$ cat src/rtl/eth_rx_fcs_check.sv
// eth_rx_fcs_check
// Receive-path FCS and length checker. It consumes the frame-byte stream
// (DA through FCS, preamble/SFD already stripped) and runs reflected CRC-32
// over every byte, FCS included. One cycle after the frame ends it pulses
// o_done and updates the held verdict (CRC ok/err, runt, giant, rx error
// seen, length). It also keeps saturating good/bad frame counters. No data
// passes through this block.
module eth_rx_fcs_check #(
  parameter int pMAX_LEN = 1518,
  parameter int pMIN_LEN = 64,
  parameter int pCNT_W   = 16
) (
  input  logic              i_rx_clk,
  input  logic              i_rst,
  input  logic              i_rx_dv,
  input  logic              i_rx_er,
  input  logic [7:0]        i_rx_d,
  output logic              o_done,
  output logic              o_crc_ok,
  output logic              o_crc_err,
  output logic              o_runt,
  output logic              o_giant,
  output logic              o_er_seen,
  output logic [10:0]       o_len,
  output logic [pCNT_W-1:0] o_good_cnt,
  output logic [pCNT_W-1:0] o_bad_cnt
);

  typedef enum logic {
    S_IDLE,
    S_RECV
  } state_t;

  localparam logic [31:0] CRC_INIT    = 32'hFFFF_FFFF;
  localparam logic [31:0] CRC_POLY    = 32'hEDB8_8320;
  localparam logic [31:0] CRC_RESIDUE = 32'hDEBB_20E3;
  localparam logic [10:0] LEN_SAT     = 11'h7FF;
  localparam logic [pCNT_W-1:0] CNT_ONE = {{(pCNT_W-1){1'b0}}, 1'b1};

  state_t      state;
  logic [31:0] crc_q;
  logic [10:0] len_q;
  logic        er_q;

  // One byte of LSB-first reflected CRC-32; the register is not inverted.
  function automatic logic [31:0] crc_byte(input logic [31:0] crc_in,
                                           input logic [7:0]  data);
    logic [31:0] r;
    // NOTE: blocking assignments are correct here; r is a local temporary
    // rebuilt bit by bit, not a register.
    r = crc_in;
    for (int i = 0; i < 8; i++) begin
      if (r[0] ^ data[i]) r = (r >> 1) ^ CRC_POLY;
      else                r = r >> 1;
    end
    return r;
  endfunction

  // End-of-frame verdict, evaluated from the accumulated state.
  logic [31:0] len_ext;
  logic        v_crc_ok;
  logic        v_runt;
  logic        v_giant;
  logic        v_good;

  always_comb begin
    len_ext  = {21'd0, len_q};
    v_crc_ok = (crc_q == CRC_RESIDUE) && (len_q >= 11'd4) && !er_q;
    v_runt   = len_ext < 32'(pMIN_LEN);
    v_giant  = len_ext > 32'(pMAX_LEN);
    v_good   = v_crc_ok && !v_runt && !v_giant;
  end

  // Frame FSM with registered verdict outputs and saturating counters.
  // NOTE: every register below uses non-blocking assignment so all of them
  // update together on the edge, independent of statement order.
  always_ff @(posedge i_rx_clk or posedge i_rst) begin
    if (i_rst) begin
      state      <= S_IDLE;
      crc_q      <= CRC_INIT;
      len_q      <= '0;
      er_q       <= 1'b0;
      o_done     <= 1'b0;
      o_crc_ok   <= 1'b0;
      o_crc_err  <= 1'b0;
      o_runt     <= 1'b0;
      o_giant    <= 1'b0;
      o_er_seen  <= 1'b0;
      o_len      <= '0;
      o_good_cnt <= '0;
      o_bad_cnt  <= '0;
    end else begin
      o_done <= 1'b0;
      case (state)
        S_IDLE: begin
          if (i_rx_dv) begin
            // The first byte is absorbed with a fresh CRC seed.
            crc_q <= crc_byte(CRC_INIT, i_rx_d);
            len_q <= 11'd1;
            er_q  <= i_rx_er;
            state <= S_RECV;
          end
        end
        S_RECV: begin
          if (i_rx_dv) begin
            crc_q <= crc_byte(crc_q, i_rx_d);
            if (len_q != LEN_SAT) len_q <= len_q + 11'd1;
            er_q  <= er_q | i_rx_er;
          end else begin
            o_done    <= 1'b1;
            o_crc_ok  <= v_crc_ok;
            o_crc_err <= !v_crc_ok;
            o_runt    <= v_runt;
            o_giant   <= v_giant;
            o_er_seen <= er_q;
            o_len     <= len_q;
            if (v_good) begin
              if (o_good_cnt != '1) o_good_cnt <= o_good_cnt + CNT_ONE;
            end else begin
              if (o_bad_cnt != '1) o_bad_cnt <= o_bad_cnt + CNT_ONE;
            end
            crc_q <= CRC_INIT;
            state <= S_IDLE;
          end
        end
        default: state <= S_IDLE;
      endcase
    end
  end

endmodule
$ cat config.mk
export PLATFORM = sky130hd
export DESIGN_NAME = eth_rx_fcs_check
export DESIGN_NICKNAME = d
export VERILOG_FILES = /design/src/rtl/eth_rx_fcs_check.sv
export SDC_FILE = /design/constraint.sdc
export NUM_CORES = 1
export LEC_CHECK = 0
export ABC_AREA = 1
export BUFFER_PORTS_ARGS = -buffer_cell sky130_fd_sc_hd__buf_2
export CAP_MARGIN = 20
export CORE_AREA = 2 2 107 109
export CTS_CLUSTER_DIAMETER = 80
export DETAILED_ROUTE_END_ITERATION = 8
export DIE_AREA = 0 0 109 111
export PLACE_DENSITY = 0.88
export SYNTH_ARGS = -nofsm -noshare
export SYNTH_HDL_FRONTEND = slang
export SYNTH_SLANG_ARGS = --single-unit
$ cat constraint.sdc
create_clock -name i_rx_clk -period 2.8 [get_ports i_rx_clk]
set_input_delay 0 -clock i_rx_clk [delete_from_list [all_inputs] [get_ports i_rx_clk]]
set_output_delay 0 -clock i_rx_clk [all_outputs]
set_load 0.05 [all_outputs]
* Yosys cells after proc, flatten, opt, wreduce, memory -nomap -nowiden
Cells that the tools add are included.
Cells by class: bitwise gates (word level) 34, add/sub/neg operators 3, eq/ne operators 7, $lt $le $gt $ge 3, reduce and logical (&&, ||, !) cells 13, multiplexer cells 57
Operator list (number):
- $mux 32 | 46
- $not 13->14 | 15
- $pmux 32 s2 | 1
- $mux 11 | 3
- $add 16x1->16 const B | 2
- $eq 32x32->1 const B | 1
- $ne 16x16->1 const B | 2
- $pmux 11 s2 | 1
- $xor 1x1->1 | 15
- $add 11x1->11 const B | 1
- $ge 11x3->1 const B | 1
- $gt 11x11->1 const B | 1
- $lt 11x7->1 const B | 1
- $ne 11x11->1 const B | 1
- $reduce_and 4->1 | 2
- $mux 1 | 5
- $logic_and 1x1->1 | 4
- $logic_not 1->1 | 4
- $ne 2x2->1 const B | 2
- $reduce_and 2->1 | 2
- $not 1->1 | 3
- $reduce_and 3->1 | 1
- $ne 2x1->1 const B | 1
- $pmux 1 s2 | 1
- $or 1x1->1 | 1
Word-level totals: input port bits 12, output and inout port bits 49, register bits 94, word-level logic and storage cells 130

* Longest topological paths before layout
Gate-level depths: netlist of the first run.
depth in word-level cells 32, gate-level depth with buffers 13, mapped depth without buffers 13

* Worst setup path after synthesis of the first run
OpenSTA, ideal clock, no wires.
kind reg-to-reg, start reg o_good_cnt[0], end reg o_good_cnt[0], cell stages (with the launch flop) 11, path buffers 1, required time 2654 ps, arrival time 1984 ps, path slack 670 ps, library setup time 146 ps, period minus slack after synthesis 2130 ps, cell sequence dfrtp_1 -> ha_1 -> inv_1 -> nor2_2 -> nand2_1 -> nor2_1 -> nand3_1 -> nand4_1 -> nor2_1 -> buf_4 -> xor2_1
On the way: word-level cells in the longest chain between the ends 2, elaborated cells between the ends (all ways) 3, classes of those cells 1 x add/sub; 1 x eq/ne; 1 x reduce/logical
RTL lines:
- start: declaration | line 25 | output logic [pCNT_W-1:0] o_good_cnt,
- start signal: assignment | line 118 | if (o_good_cnt != '1) o_good_cnt <= o_good_cnt + CNT_ONE;
- branches (longest 2 deep; another with $add 16x1->16)
Parallel ways; which one is timed is not known. A chain may end at the register's enable or synchronous reset.

* Worst setup path after layout of the first run
start reg o_good_cnt[0], end reg o_good_cnt[10]
Same word-level chain as after synthesis.

==> key figures, run 1 <==
Run status
  – Status: completed

Pwr
  – Overall power: 4970 uW
  – PD cells: 685 nW/um^2
  – Leak Pwr: 0.00356 uW
  – VDD IR-drop max: 0.487 mV

Timing
  – Fin worst setup slack: between 600 and 700 ps
  – Clk_skew: 9.98 ps
  – Count of pins over their slew limit: 0
  – RSZ-0062 raised after global routing: no
  – Fin crit period: 2180 ps
  – Setup Viol. Count Final: 0
  – Worst hold slack: 64.1 ps
  – Fin Setup TNS: 0 ps
  – Final-report hold violation count: 0
  – Fmax: 459 MHz
  – Max-slew headroom: 50.1%
  – Slew @ Worst Pin: 748 ps
  – Final Cycle Share: 77.9%

Die
  – CORE AREA: 11100 sq um
  – Row count: 39
  – Starting Density: 58.3%
  – Die ar.: 12100 sq um
  – Die H: 111 um
  – Die width: 109 um
  – I/O pins: 61

Clock tree
  – CTS H-tree lvls: 3
  – CTS Buf Count: 9
  – Clk slew on worst S/H paths: 70 ps
  – Post-CTS Setup Bufs: 0
  – Post_cts resized: 0
  – CTS tree: yes
  – Clk buf depth: 2
  – Sink Count: 94
  – Root buf cell: clkbuf_16
  – Latest clock arrival within the worst-skew pair: around 350 ps

Final layout
  – Share of layout cells above drive strength 1: 16.4%
  – Area Overhead vs Synth: 12.4%
  – Ant. Diodes: 0
  – Finished Cell Area: 7250 sq um
  – Nets@finish: ~990

Detailed routing
  – # DRC: 0
  – Drt pass-1 iters: 5
  – Routed vias/inst: 5.70
  – Avg WL per Cell: ~16 um
  – Drt first-iter violations: ~660
  – Via count: 6384
  – Drt total wl: around 18000 um
  – Antenna-violating nets left: 0

Place
  – Placed Area: 6880 sq um
  – Post-Place Setup Slack: 659 ps
  – Gpl congestion: 1.02
  – Port Buf Inserts: 60
  – DP HPWL: 13100 um

Synth
  – Post-synth top flop: dfrtp_1
  – Flops & latches, synth: 94
  – Ranking of synthesized cells by area: dfrtp_1, nand2_1, dfstp_2, xor2_1, inv_1
  – Synthesized cell area: roughly 6500 sq um
  – Asr flop ratio synth: 100%
  – Post-synthesis sequential area ratio: 37.1%
  – Mapped Nets: 925
  – Yosys Warn Count: 0
  – Number of flops mapped to enable cells by yosys: 0
  – Mean Syn Cell Area: 7.10 sq um
  – Yosys top cell by area: dfrtp_1
  – Cells after Synth: 909
  – Synth top area share: 24.0%
  – Yosys cell types: 43

Setup path
  – Critical path arrival: 2420 ps
  – Worst Setup Start Kind: register
  – Critical Path End Type: register
  – Critical path's slowest cell: nor2_1
  – Slowest stage delay, CP: between 500 and 600 ps
  – Worst path cell trace: ha_1 -> inv_1 -> nor2_2 -> nand2_1 -> nor2_1 -> nand3_1 -> nand4_1 -> nor2_1 -> nand3_1 -> nand2_1 -> inv_1
  – Worst path top cell family by delay: simple AND/OR/NAND/NOR gates
  – Crit path buffers/inverters: 2
  – Worst Path Required: 3040 ps
  – Setup Crit Path Kind: reg2reg
  – Worst Path Max Fanout: 12

Run
  – Max_cap viols: 0

Global routing
  – All-layer global routing usage: 31.0%
  – Global-route wire length before repair: ~30000 um
  – Vias in the first global route: 6079
  – Initial antenna violation count: 0
  – Grt ovf: 0
  – Largest net degree at the start of global routing: 84

Worst hold path
  – Worst hold path class: in2reg
[state kept, by name (all words and copies together), names as in the netlist]
| name | flops |
|---|---|
| er_q | 1 |
| o_giant | 1 |
| o_done | 1 |
| o_er_seen | 1 |
| o_runt | 1 |
| o_crc_err | 1 |
| o_bad_cnt | 16 |
| o_good_cnt | 16 |
| len_q | 11 |
| state | 1 |
| o_len | 11 |
| crc_q | 32 |
| o_crc_ok | 1 |
[final cells by class]
type                       instances  area, sq um
fill                             930         3820
clock buffer                      10          239
multi-input combinational        690         3540
timing repair buffer              74          435
inverter                         103          394
tap                              143          179
sequential                        94         2390
clock inverter                     6         68.8
[worst min-delay path, cell delays in order]
cell	delay, ps
buf_2	210
o21a_1	160
nor2_1	40
[power by group]
part	switching, uW	internal, uW	leakage [uW]
Clock	565	722	0.000149
Combinational	1250	569	0.00226
Sequential	227	1630	0.00116
[cells by family (layout without fill, tap and decap cells)]
kind of cell / after synthesis / after routing / share of synthesized area (%)
buf+inv: 125 / 193 / 8.01
xor+xnor: 79 / 79 / 11.1
flops: 94 / 94 / 37.1
fa+ha+maj: 4 / 4 / 0.776
compound gates: 116 / 116 / 10.4
simple gates: 491 / 491 / 32.6
[metrics by stage]
stage / util (%) / instances
floorplan: - / 909
global placement: 62.1 / 1099
finish: 65.5 / 1120
detailed placement: 62.1 / 1099
global route: 65.5 / 1120
CTS: 65.2 / 1119
[placed cells by master (no fill, tap or decap), types with 3 or more instances in the layout]
| cell | instances |
|---|---|
| nand2_1 | 299 |
| a31oi_1 | 3 |
| inv_1 | 91 |
| o221ai_1 | 5 |
| inv_2 | 8 |
| o21ai_2 | 4 |
| o21ai_0 | 66 |
| dfrtp_1 | 62 |
| nor2_1 | 63 |
| xnor2_1 | 27 |
| dfstp_2 | 32 |
| nor3_1 | 14 |
| nand3b_1 | 5 |
| o22ai_1 | 3 |
| xnor2_2 | 3 |
| o211ai_1 | 9 |
| nand4_1 | 24 |
| nand3_1 | 59 |
| xor2_1 | 49 |
| nand2_2 | 7 |
| a21oi_1 | 18 |
| dlygate4sd3_1 | 4 |
| buf_2 | 60 |
| nor4_1 | 3 |
| clkbuf_16 | 9 |
| buf_4 | 9 |
| ha_1 | 4 |
| nor2_2 | 8 |
| inv_4 | 3 |
[layer usage]
layer  routed length, um  up-vias  part of all wire, %  global-route usage [%]
li1                    -     3036                    -                       -
met1                7540     2956                   41                    41.8
met2                8560      331                   47                    49.3
met3                1680       61                  9.2                    5.11
met4                 576        0                  3.1                    12.5
met5                   0        -                    0                       0
[synthesized netlist by cell type, types with 3 or more instances]
master,count
o21ai_0,66
o221ai_1,5
o211ai_1,9
inv_1,92
xnor2_1,27
nor4_1,3
nor2_1,63
a21oi_1,18
o22ai_1,3
ha_1,4
inv_2,8
nand3b_1,5
xor2_1,49
nor3_1,14
clkbuf_1,13
nand3_1,59
nand2_2,7
xnor2_2,3
dfrtp_1,62
nand4_1,24
buf_4,5
nor2_2,8
a31oi_1,3
nand2_1,299
buf_6,3
o21ai_2,4
dfstp_2,32
[repair_timing]
action	CTS	global route
setup endpoints to repair	0	0
hold buffers	4	0
hold endpoints to repair	65	0
[path summary, 6_finish.rpt]
path | from | slack [ps] | cells after the start | endpoint
max in group asynchronous | i_rst | 1830 | 5 | crc_q[5]
hold / removal | i_rx_d[5] | 60 | 3 | crc_q[17]
min in group asynchronous | i_rst | 90 | 3 | o_bad_cnt[8]
setup reg to reg | o_good_cnt[0] | 620 | 11 | o_good_cnt[10]
hold reg to reg | o_len[4] | 480 | 2 | o_len[4]
setup / recovery | o_good_cnt[0] | 620 | 11 | o_good_cnt[10]
(Power assumes the default switching activity.)
==> run 2: changes to the inputs <==
Settings changed: CORE_AREA 2 2 107 109 to 2 2 112 114, DIE_AREA 0 0 109 111 to 0 0 114 116, PLACE_DENSITY 0.88 to 0.84.
Clock period 2.8 ns to 1.8 ns, I/O delays scaled along.
==> run 2 against run 1 <==
  * The run now ends with negative setup slack left
  * Power up 77%
  * Sequential cell count unchanged
  * Critical path type unchanged
  * Global-route usage down 0.46 points
  * Clock-buffer cell count down 1
  * Die area up 9.3%
  * Register-to-register slack worse by 750 ps
  * Routed wire length up 13%
  * Final cell count up 8.7%
  * Hold slack worse by 39 ps
  * Non-clock buffer count up 92
  * Fmax up 13%
  * Via count up 8.9%
  * Largest power group is now combinational cells
==> key figures, run 2 (synthesis results as in run 1) <==
Run status
  – Status: finished with violations (was completed)
  – Failing checks: negative setup slack

Global routing
  – All-layer global routing usage: 30.6% (was 31.0%)
  – Initial antenna violation count: 0 (unchanged)
  – Global-route wire length before repair: 31500 um (was 29700 um)
  – Grt ovf: 0 (unchanged)
  – Largest net degree at the start of global routing: 95 (was 84)
  – Vias in the first global route: 6217 (was 6079)

Detailed routing
  – Drt pass-1 iters: 7 (was 5)
  – Avg WL per Cell: 17.1 um (was 16.4 um)
  – # DRC: 0 (unchanged)
  – Drt first-iter violations: 1037 (was 655)
  – Routed vias/inst: 5.71 (was 5.70)
  – Drt total wl: 20800 um (was 18400 um)
  – Antenna-violating nets left: 0 (unchanged)
  – Via count: 6955 (was 6384)

Setup path
  – Worst Reg-to-Reg Cells: 11 (unchanged)
  – Critical Path End Type: register (unchanged)
  – Setup Crit Path Kind: reg2reg (unchanged)
  – R2r setup slk: -130 ps (was 620 ps)
  – Critical path's slowest cell: dfstp_2 (was nor2_1)
  – Worst Path Max Fanout: 6 (was 12)
  – Worst path cell trace: inv_2 -> nor3_4 -> nand3_2 -> nor2_4 -> buf_6 -> nand4_1 -> nor2_2 -> buf_6 -> nand3_1 -> nand2_1 -> nand2_1 (was ha_1 -> inv_1 -> nor2_2 -> nand2_1 -> nor2_1 -> nand3_1 -> nand4_1 -> nor2_1 -> nand3_1 -> nand2_1 -> inv_1)
  – Worst path top cell family by delay: simple AND/OR/NAND/NOR gates (unchanged)
  – Slowest stage delay, CP: 540 ps (was 590 ps)
  – Worst Path Required: 2050 ps (was 3040 ps)
  – Critical path arrival: 2180 ps (was 2420 ps)
  – Crit path buffers/inverters: 3 (was 2)
  – Worst Setup Start Kind: register (unchanged)
  – Reg2reg start: crc_q[28] (was o_good_cnt[0])
  – Reg2reg end: o_good_cnt[6] (was o_good_cnt[10])

Timing
  – RSZ-0062 raised after global routing: yes (was no)
  – Final Cycle Share: 107% (was 77.9%)
  – Max-slew headroom: 65.3% (was 50.1%)
  – Fin crit period: 1930 ps (was 2180 ps)
  – Fin worst setup slack: -127 ps (was 619 ps)
  – Fin Setup TNS: -2570 ps (was 0 ps)
  – Count of pins over their slew limit: 0 (unchanged)
  – Fmax: 519 MHz (was 459 MHz)
  – Clk_skew: 11.8 ps (was 9.98 ps)
  – Slew @ Worst Pin: 520 ps (was 748 ps)
  – Setup Viol. Count Final: 35 (was 0)
  – Final-report hold violation count: 0 (unchanged)

Clock tree
  – Root buf cell: clkbuf_16 (unchanged)
  – CTS H-tree lvls: 3 (unchanged)
  – Latest clock arrival within the worst-skew pair: 370 ps (was 350 ps)
  – Clk slew on worst S/H paths: 70 ps (about the same)
  – Sink Count: 94 (unchanged)
  – CTS tree: yes (unchanged)
  – CTS Buf Count: 9 (unchanged)
  – Clk buf depth: 2 (unchanged)

Final layout
  – Regs by FF count: crc_q x32, o_bad_cnt x16, o_good_cnt x16 (unchanged)
  – Ant. Diodes: 0 (unchanged)
  – Number of flip-flops in the largest register: 32 (unchanged)
  – Nets@finish: 1081 (was 988)
  – Top reg by flops: crc_q (unchanged)
  – Commonest cells after routing, fill and taps aside: nand2_1, inv_1, buf_4 (was nand2_1, inv_1, o21ai_0)
  – Most common cell after layout, fill and taps aside: nand2_1 (unchanged)
  – Fin cells: 1217 (was 1120)
  – Share of layout cells above drive strength 1: 33.1% (was 16.4%)
  – Area Overhead vs Synth: 32.8% (was 12.4%)

Pwr
  – Leak Pwr: 0.00415 uW (was 0.00356 uW)
  – PD cells: 1020 nW/um^2 (was 685 nW/um^2)
  – VDD IR-drop max: 0.543 mV (was 0.487 mV)

Die
  – CORE AREA: 11900 sq um (was 11100 sq um)
  – Die width: 114 um (was 109 um)
  – I/O pins: 61 (unchanged)
  – Die ar.: 13200 sq um (was 12100 sq um)
  – Starting Density: 54.2% (was 58.3%)
  – Die H: 116 um (was 111 um)
  – Row count: 40 (was 39)

Place
  – Gpl congestion: 1.05 (was 1.02)
  – Port Buf Inserts: 60 (unchanged)
  – DP HPWL: 14200 um (was 13100 um)
  – Placed cell count: 1181 (was 1099)

Worst hold path
  – Worst hold path class: in2reg (unchanged)
  – WHS Endpoint: crc_q[9] (was crc_q[17])
  – Worst hold stages: 3 (unchanged)
  – HP Start: i_rx_d[7] (was i_rx_d[5])

Run
  – Max_cap viols: 0 (unchanged)
[run 2: cell types whose count changed in the layout (fill, tap and decap cells not counted), sizes merged]
cell / delta
clkinv: -3
clkbuf: -1
buf: +92
inv: +1
clkinvlp: +4
[run 2: per-stage QoR]
| stage | hold WS [ps] | util, % | worst slack, ps | instance area, sq um | total power (uW) |
|---|---|---|---|---|---|
| after floorplan | 31.4 | - | 9.76 | 6490 | 4940 |
| after global placement | 190 | 63.4 | -166 | 7550 | 6080 |
| after detailed placement | 191 | 63.4 | -136 | 7550 | 6150 |
| after CTS | 27.4 | 67.0 | -98.4 | 7980 | 8250 |
| after global routing | 42.2 | 71.9 | -236 | 8570 | 9200 |
| final | 25.2 | 71.9 | -127 | 8570 | 8770 |
[run 2: worst max-delay path by stage]
stage,start,endpoint,slack (ps),depth (start not counted)
3_3_place_gp,o_bad_cnt[1],o_bad_cnt[4],-170,8
3_5_place_dp,crc_q[28],o_good_cnt[2],-140,10
5_1_grt,crc_q[27],o_good_cnt[6],-240,11
6_report,crc_q[28],o_good_cnt[6],-130,11
2_1_floorplan,o_good_cnt[0],o_good_cnt[0],10,10
4_1_cts,crc_q[28],o_bad_cnt[12],-100,10
[run 2: area by class of cell]
| type | instances | area, sq um |
|---|---|---|
| multi-input combinational | 690 | 4020 |
| fill | 880 | 3340 |
| sequential | 94 | 2400 |
| timing repair buffer | 166 | 1230 |
| inverter | 103 | 408 |
| clock buffer | 9 | 225 |
| tap | 147 | 184 |
| clock inverter | 7 | 82.6 |
| timing repair inverter | 1 | 11.3 |
[run 2: layer usage]
layer,part of all wire (%),global-route usage (%),vias to the layer above
li1,-,-,3233
met1,40,41.8,3181
met4,4.2,12.2,0
met3,10,8.05,94
met2,45,46.4,447
met5,0,0,-
[run 2: power by group]
part	internal, uW	total (uW)	switching, uW
Sequential	2540	2840	300
Combinational	1520	3900	2380
Clock	1100	2030	933
[run 2: worst min-delay path, stage by stage]
cell	delay (ps)
buf_2	120
inv_1	120
o221ai_1	130
[run 2: what timing repair did]
item / in CTS / in global routing
gates resized for setup: 18 / 128
hold buffers: 4 / 0
buffers inserted: 1 / 13
endpoints found under the hold margin: 65 / 0
cloned: 0 / 2
pin swaps: 2 / 35
endpoints found under the setup margin: 39 / 63
==> run 3: changes to the inputs <==
Settings changed: REMOVE_ABC_BUFFERS set to 1, TNS_END_PERCENT set to 1.
==> run 3 against run 2 <==
  * The run still ends with negative setup slack left
  * Fmax grew 4.6%
  * Cell area fell by 4.2%
  * Sequential share of layout area up 1.1 points
==> key figures, run 3 (synthesis results as in run 1) <==
Run status
  – Status: finished with violations (unchanged)
  – Failing checks: negative setup slack (unchanged)

Clock tree
  – CTS Buf Count: 9 (unchanged)
  – Root buf cell: clkbuf_16 (unchanged)
  – CTS H-tree lvls: 3 (unchanged)
  – Sink Count: 94 (unchanged)
  – Clk buf depth: 2 (unchanged)
  – Latest clock arrival within the worst-skew pair: 360 ps (was 370 ps)
  – CTS tree: yes (unchanged)
  – Clk slew on worst S/H paths: 70 ps (about the same)

Setup path
  – Worst Path Max Fanout: 5 (was 6)
  – Worst path cell trace: buf_4 -> inv_1 -> nand2_1 -> nand2_1 -> nand2_2 -> nand2_4 -> buf_12 -> buf_12 -> xor2_1 -> nand2_1 -> nand2_1 -> o211ai_1 (was inv_2 -> nor3_4 -> nand3_2 -> nor2_4 -> buf_6 -> nand4_1 -> nor2_2 -> buf_6 -> nand3_1 -> nand2_1 -> nand2_1)
  – Critical Path Most Common Cell: nand2_1
  – Stages on the worst setup path: 12 (was 11)
  – Critical path's slowest cell: dfstp_2 (unchanged)
  – Reg2reg start: crc_q[6] (was crc_q[28])
  – Reg2reg end: crc_q[25] (was o_good_cnt[6])
  – Worst Reg-to-Reg Cells: 12 (was 11)
  – Crit path buffers/inverters: 4 (was 3)
  – Setup crit end: crc_q[25] (was o_good_cnt[6])
  – Slowest stage delay, CP: 540 ps (about the same)
  – R2r setup slk: -40 ps (was -130 ps)
  – Critical path origin: crc_q[6] (was crc_q[28])
  – Worst path top cell family by delay: flip-flops (was simple AND/OR/NAND/NOR gates)
  – Critical Path End Type: register (unchanged)
  – Critical path arrival: 2120 ps (was 2180 ps)
  – Setup Crit Path Kind: reg2reg (unchanged)
  – Worst Setup Start Kind: register (unchanged)
  – Worst Path Required: 2080 ps (was 2050 ps)

Final layout
  – Nets@finish: 1088 (was 1081)
  – Share of layout cells above drive strength 1: 27.2% (was 33.1%)
  – Commonest cells after routing, fill and taps aside: nand2_1, buf_4, inv_1 (was nand2_1, inv_1, buf_4)
  – Most common cell after layout, fill and taps aside: nand2_1 (unchanged)
  – Number of flip-flops in the largest register: 32 (unchanged)
  – Area Overhead vs Synth: 27.2% (was 32.8%)
  – Fin cells: 1224 (was 1217)
  – Top reg by flops: crc_q (unchanged)
  – Regs by FF count: crc_q x32, o_bad_cnt x16, o_good_cnt x16 (unchanged)
  – Ant. Diodes: 0 (unchanged)

Global routing
  – Initial antenna violation count: 0 (unchanged)
  – All-layer global routing usage: 30.4% (was 30.6%)
  – Global-route wire length before repair: 31200 um (was 31500 um)
  – Vias in the first global route: 6477 (was 6217)
  – Largest net degree at the start of global routing: 39 (was 95)
  – Grt ovf: 0 (unchanged)

Detailed routing
  – Met2 wire length: 8950 um (was 9410 um)
  – M1 WL: 7740 um (was 8370 um)
  – Drt pass-1 iters: 6 (was 7)
  – Drt total wl: 19600 um (was 20800 um)
  – Routed vias/inst: 5.65 (was 5.71)
  – Via count: 6915 (was 6955)
  – Met3 wire length: 2060 um (was 2150 um)
  – # DRC: 0 (unchanged)
  – Avg WL per Cell: 16.0 um (was 17.1 um)
  – Antenna-violating nets left: 0 (unchanged)
  – Drt first-iter violations: 874 (was 1037)
  – DR top layer: met4 (unchanged)

Place
  – DP HPWL: 14400 um (was 14200 um)
  – Placed cell count: 1202 (was 1181)
  – Port Buf Inserts: 60 (unchanged)
  – Post-Place Setup Slack: -91.4 ps (was -136 ps)
  – Gpl congestion: 1.02 (was 1.05)

Timing
  – Final Cycle Share: 102% (was 107%)
  – Final-report hold violation count: 0 (unchanged)
  – Max-slew headroom: 68.5% (was 65.3%)
  – Fmax: 543 MHz (was 519 MHz)
  – Clk_skew: 7.55 ps (was 11.8 ps)
  – Fin crit period: 1840 ps (was 1930 ps)
  – Fin worst setup slack: -42.5 ps (was -127 ps)
  – RSZ-0062 raised after global routing: yes (unchanged)
  – Setup Viol. Count Final: 15 (was 35)
  – Slew @ Worst Pin: 470 ps (was 520 ps)
  – Worst hold slack: 58.0 ps (was 25.2 ps)
  – Count of pins over their slew limit: 0 (unchanged)

Die
  – I/O pins: 61 (unchanged)
  – Die H: 116 um (unchanged)
  – Starting Density: 54.2% (unchanged)
  – Row count: 40 (unchanged)
  – CORE AREA: 11900 sq um (unchanged)
  – Die ar.: 13200 sq um (unchanged)
  – Die width: 114 um (unchanged)

Pwr
  – Net Switching: 3430 uW (was 3610 uW)
  – Overall power: 8390 uW (was 8770 uW)
  – VDD IR-drop max: 0.533 mV (was 0.543 mV)
  – Sw Ratio: 40.9% (was 41.2%)
  – Sequential share of power: 33.3% (was 32.4%)
  – Comb pwr share: 44.7% (was 44.5%)
  – Clock share of power: 22.0% (was 23.1%)
  – PD cells: 1020 nW/um^2 (about the same)
  – Int Pwr: 4960 uW (was 5160 uW)
  – Leak Pwr: 0.00409 uW (was 0.00415 uW)

Run
  – Max_cap viols: 0 (unchanged)

Worst hold path
  – Worst hold path class: in2reg (unchanged)
  – Worst hold stages: 3 (unchanged)
==> run 3: per-stage QoR <==
stage | area [sq um] | util, % | setup TNS (ps)
2_1_floorplan | 6330 | - | -50780
3_3_place_gp | 7660 | 64.3 | -147
3_5_place_dp | 7660 | 64.3 | -494
4_1_cts | 8050 | 67.6 | -18.8
5_1_grt | 8210 | 68.9 | -4890
6_report | 8210 | 68.9 | -279
==> run 3: power by group through the flow <==
stage	Clock [uW]	Combinational, uW	Sequential (uW)
after CTS	1870	3500	2790
after global placement	0	3340	2800
after global routing	1940	4050	2830
after detailed placement	0	3410	2820
final	1840	3750	2800
after floorplan	0	1780	3120
==> run 3: worst min-delay path by stage <==
stage / startpoint / endpoint / slack [ps]
4_1_cts: i_rx_d[5] / crc_q[17] / 40
2_1_floorplan: i_rx_dv / state / 30
3_3_place_gp: i_rst / o_bad_cnt[8] / -4
3_5_place_dp: i_rst / o_bad_cnt[8] / -4
5_1_grt: i_rx_d[5] / crc_q[17] / 60
6_report: i_rx_d[5] / crc_q[17] / 60
==> run 3: timing repair <==
action                                 CTS  global route
pin swaps                                1             4
endpoints found under the hold margin   61             0
setup endpoints to repair               26            65
gates cloned                             0             0
gates resized for setup                 12            43
buffers inserted                         2             0
hold buffers                             4             0
==> run 3: final cells by class <==
cell class,count,area [sq um]
clock inverter,7,55.1
timing repair buffer,174,1220
tap,147,184
clock buffer,9,225
sequential,94,2390
multi-input combinational,690,3730
inverter,103,394
fill,946,3700
==> run 3: layer usage <==
metal | up-vias | track usage (%)
met3 | 87 | 6.49
met4 | 0 | 15.2
met2 | 392 | 48.6
met5 | - | 0
met1 | 3197 | 39.3
li1 | 3239 | -
==> run 3: tightest hold or removal path: stages <==
cell and delay [ps]:
buf_2 210, o21a_1 160, nor2_1 40
